### config.mk
export PLATFORM = sky130hd
export DESIGN_NAME = ballot_collector
export DESIGN_NICKNAME = d
export VERILOG_FILES = /design/src/rtl/ballot_collector.sv
export SDC_FILE = /design/constraint.sdc
export NUM_CORES = 1
export LEC_CHECK = 0
export ABC_AREA = 1
export ABC_CLOCK_PERIOD_IN_PS = 1700
export BUFFER_PORTS_ARGS = -buffer_cell sky130_fd_sc_hd__clkbuf_2
export CORE_ASPECT_RATIO = 1.4
export CORE_MARGIN = 3
export CORE_UTILIZATION = 50
export CTS_CLUSTER_DIAMETER = 200
export DETAILED_ROUTE_END_ITERATION = 12
export GPL_TIMING_DRIVEN = 0
export PLACE_DENSITY = 0.83
export SLEW_MARGIN = 20
export SYNTH_ARGS = -nofsm -noshare
export SYNTH_HDL_FRONTEND = slang
export SYNTH_SLANG_ARGS = --single-unit
### constraint.sdc
create_clock -name clk -period 1.7 [get_ports clk]
set_clock_uncertainty 0.05 [all_clocks]
set_input_delay 0.085 -clock clk [delete_from_list [all_inputs] [get_ports clk]]
set_output_delay 0.085 -clock clk [all_outputs]
set_load 0.05 [all_outputs]
### src/rtl/ballot_collector.sv
// ballot_collector: front end for a 4-input majority voter.
// Opens a voting round on start and collects one ballot per voter over a
// valid/ack handshake. The round closes when all four ballots are in or
// when the round timer expires. The latched votes A..D are then presented
// together with a one-cycle votes_valid strobe. Voters that never voted read 0.
module ballot_collector #(
    parameter int TIMEOUT = 16
) (
    input  logic       clk,
    input  logic       rst,
    input  logic       start,
    input  logic [3:0] ballot_valid,
    input  logic [3:0] ballot_val,
    output logic [3:0] ballot_ack,
    output logic       busy,
    output logic       A,
    output logic       B,
    output logic       C,
    output logic       D,
    output logic [3:0] voted,
    output logic       votes_valid,
    output logic       timed_out
);

    localparam int            TW     = $clog2(TIMEOUT + 1);
    localparam logic [TW-1:0] W_LAST = TW'(TIMEOUT - 1);

    typedef enum logic [1:0] {
        S_IDLE,
        S_COLLECT,
        S_DONE
    } state_t;

    state_t        r_state;
    state_t        w_next;
    logic [TW-1:0] r_timer;
    logic [3:0]    r_votes;
    logic [3:0]    r_voted;
    logic [3:0]    r_ack;
    logic          r_timed_out;

    logic [3:0]    w_accept;
    logic [3:0]    w_voted_next;
    logic          w_all;
    logic          w_last;

    // Ballots accepted this edge: valid, not yet voted, and only while collecting.
    // NOTE: every signal gets a default at the top of an always_comb, so no path leaves it unassigned and no latch is inferred.
    always_comb begin
        w_accept = 4'b0000;
        if (r_state == S_COLLECT) begin
            w_accept = ballot_valid & ~r_voted;
        end
        w_voted_next = r_voted | w_accept;
        w_all        = &w_voted_next;
        w_last       = (r_timer == W_LAST);
    end

    // State register.
    // NOTE: sequential state uses non-blocking assignments so every flop samples pre-edge values.
    always_ff @(posedge clk) begin
        if (rst) begin
            r_state <= S_IDLE;
        end else begin
            r_state <= w_next;
        end
    end

    // Next-state logic and state-decoded outputs. Completion outranks timeout.
    always_comb begin
        w_next      = r_state;
        busy        = 1'b0;
        votes_valid = 1'b0;
        unique case (r_state)
            S_IDLE: begin
                if (start) begin
                    w_next = S_COLLECT;
                end
            end
            S_COLLECT: begin
                busy = 1'b1;
                if (w_all || w_last) begin
                    w_next = S_DONE;
                end
            end
            S_DONE: begin
                busy        = 1'b1;
                votes_valid = 1'b1;
                w_next      = S_IDLE;
            end
            default: begin
                w_next = S_IDLE;
            end
        endcase
    end

    // Round datapath: clear on round open, latch first ballot per voter,
    // count COLLECT cycles, and hold results from DONE until the next open.
    always_ff @(posedge clk) begin
        if (rst) begin
            r_timer     <= '0;
            r_votes     <= 4'b0000;
            r_voted     <= 4'b0000;
            r_ack       <= 4'b0000;
            r_timed_out <= 1'b0;
        end else begin
            r_ack <= 4'b0000;
            unique case (r_state)
                S_IDLE: begin
                    if (start) begin
                        r_timer     <= '0;
                        r_votes     <= 4'b0000;
                        r_voted     <= 4'b0000;
                        r_timed_out <= 1'b0;
                    end
                end
                S_COLLECT: begin
                    r_ack   <= w_accept;
                    r_votes <= (r_votes & ~w_accept) | (ballot_val & w_accept);
                    r_voted <= w_voted_next;
                    r_timer <= r_timer + 1'b1;
                    if (!w_all && w_last) begin
                        r_timed_out <= 1'b1;
                    end
                end
                default: begin
                end
            endcase
        end
    end

    assign ballot_ack = r_ack;
    assign voted      = r_voted;
    assign timed_out  = r_timed_out;
    assign A          = r_votes[0];
    assign B          = r_votes[1];
    assign C          = r_votes[2];
    assign D          = r_votes[3];

endmodule

==> impl_metrics.ini <==
[sta]
min_period_over_period_pct = 95.4
finalHoldViolations = 0
fin_hold_ws_ns = 0.0238
fin_crit_ns = 1.62
rsz0062_at_grt = false
tightestPinTransition_ns = 0.333
setup_total_negative_slack_ns = 0
max_freq_mhz = 617
slew_headroom_pct = 77.7
setup_viol = 0
slew_violations = 0

[route]
wl_per_cell_um = 12.4
ant_nets = 0
wirelength_um = 2250
vias = 936
first_pass_iters = 4
vias_per_cell = 5.17
drc = 0
drt-initial-drc-count = 12

[placement]
post_dp_cell_area_um2 = 1080
place.gp.congestion = 0.745
hpwl_um = 1620
placedCellCount = 166
io_buffers = 25

[global_routing]
antenna_found_initial = 0
grt_max_degree = 13
grt_pass1_vias = 839
track_usage_pct = 17.4
grt_pass1_wl_um = 3330
grt.overflow.total = 0

[floorplanning]
die_area_um2 = 2430
start_util_pct = 55.7
die_w_um = 42.6
core_area_um2 = 1680
die_y_um = 57.2
ioPinCount = 26
row_count = 17

[synthesis]
yosysWarnings = 0
synth_nets = 138
yosysSeqAreaShare_pct = 42.8
syn_inst = 122
syn_avg_cell_area_um2 = 7.67
ys_seq_elements = 20
synth_area_um2 = 936
synth.distinct_cells = 19

[final_layout]
final_cell_area_um2 = 1250
nets = 179
area_delta_synth_final_pct = 33.7
diodes = 0
drive_above_1_share_pct = 29.0
layoutNonFillerInstCount = 181
mostFrequentLayoutCell = clkbuf_2
fillers = 132
layout_common_cells = clkbuf_2 (25), nand2_1 (24), dfxtp_1 (19)

[critical_path]
worstSetupStartpointType = register
path_buf_inv = 4
crit_fanout = 10
arrival_ns = 1.76
crit_top_cell = buf_6
path_cells = inv_1 -> ha_1 -> buf_6 -> o21ai_4 -> inv_4 -> buf_6 -> a21oi_1 -> nor3_2
slowest_delay_ns = 0.35
critPathRequiredTime_ns = 1.84
criticalPathCategory = reg2reg
crit_family = compound AO/OA/AOI/OAI gates
crit_path_end_kind = register
cp_slowest_cell = dfxtp_2

[power]
p_leak_nw = 0.565
p_sw_share_pct = 45.0
clockPowerShare_pct = 18.3
totalPowerFinal_w = 0.00211
peakVddDrop_mv = 1.52
pwr-share-comb_pct = 54.3
power_density_nw_per_um2 = 1690
p_sw_w = 0.000950
power.internal_w = 0.00116
seqPwrFrac_pct = 27.5

[clock_network]
insertion_delay_ns = 0.30
clkTransAtPathRegs_ns = 0.12
ctsLongestPathBuffers = 2
root_buffer = clkbuf_4
cts_tree = built
cts.sinks = 20
h-tree-depth = 1
numCtsBuffers = 3

[min_path]
hold_path.class = in2reg

[flow_run]
max_cap_viol_count = 0

[outcome]
outcome = complete, no violations
==> flip-flops by register name, summed over array words and instances, names as in the netlist <==
register,cells
r_timer,5
r_state,2
timed_out,1
voted,4
r_votes,4
ballot_ack,4
==> through the flow <==
| step | util (%) | worst slack [ns] |
|---|---|---|
| 2_1_floorplan | - | 0.200 |
| 3_3_place_gp | 64.6 | 0.0858 |
| 3_5_place_dp | 64.6 | 0.0193 |
| 4_1_cts | 71.3 | 0.00509 |
| 5_1_grt | 74.5 | 0.0106 |
| 6_report | 74.5 | 0.0784 |
==> layer usage <==
metal	share of wire [%]	GRT usage [%]	vias up	wire length, um
li1	-	-	477	-
met1	37	17.9	422	841
met2	55	33.1	31	1250
met3	5.1	2.52	6	114
met4	2.0	8.89	0	45
met5	0	0	-	0
==> power by group through the flow <==
stage	registers, W	clock network (W)	logic, W
after floorplan	0.000716	0	0.000658
after detailed placement	0.000590	0	0.000973
final	0.000580	0.000386	0.00115
after CTS	0.000579	0.000394	0.000989
after global placement	0.000587	0	0.000943
after global routing	0.000588	0.000418	0.00123
==> synth_stat cells <==
cell	number	share of area [%]
a211oi_1	1	0.80
a21oi_1	12	6.4
buf_6	2	2.4
clkinv_1	1	0.40
dfxtp_1	20	43
ha_1	5	6.7
inv_1	17	6.8
inv_4	1	0.67
nand2_1	24	9.6
nand2_2	3	2.0
nand3_1	2	1.1
nand4_1	3	2.0
nor2_1	13	5.2
nor3_1	11	5.9
nor3_2	2	2.1
o21ai_0	1	0.53
o21ai_2	2	1.9
o21ai_4	1	1.7
o32ai_1	1	0.94
==> final cells by class <==
class	instances	area (um2)	area share [%]
clock buffer	3	22.5	1.80
buffer	2	22.5	1.80
sequential	20	402	32.1
inverter	19	73.8	5.90
timing repair buffer	36	223	17.8
tap	19	23.8	1.90
multi-input combinational	81	454	36.3
clock inverter	1	30.0	2.40
==> kinds of logic after synthesis <==
group | share of synthesized area (%)
compound gates | 12.3
simple gates | 27.9
fa+ha+maj | 6.68
buf+inv | 10.3
flops | 42.8
==> worst register-to-register path, delay by kind of cell, from the launching register on <==
family / cells / cell delay, ns
adders and majority gates: 1 / 0.19
buffers and inverters: 4 / 0.41
and+or+nand+nor: 1 / 0.05
DFF: 1 / 0.35
AOI/OAI and AO/OA: 2 / 0.46
==> path summary, 6_finish.rpt <==
path	slack (ns)	cells past startpoint	to	start
setup / recovery	0.08	8	r_timer[3]	r_state[1]
hold / removal	0.02	2	ballot_ack[3]	rst
setup reg to reg	0.08	8	r_timer[3]	r_state[1]
hold reg to reg	0.43	2	timed_out	timed_out
==> repair_timing <==
action,4_1_cts,5_1_grt
hold buffers,6,0
hold endpoints to repair,6,0
resized for setup,0,4
setup buffers,0,5
setup endpoints to repair,0,10
Note: power is estimated with default switching activity, not from simulation.
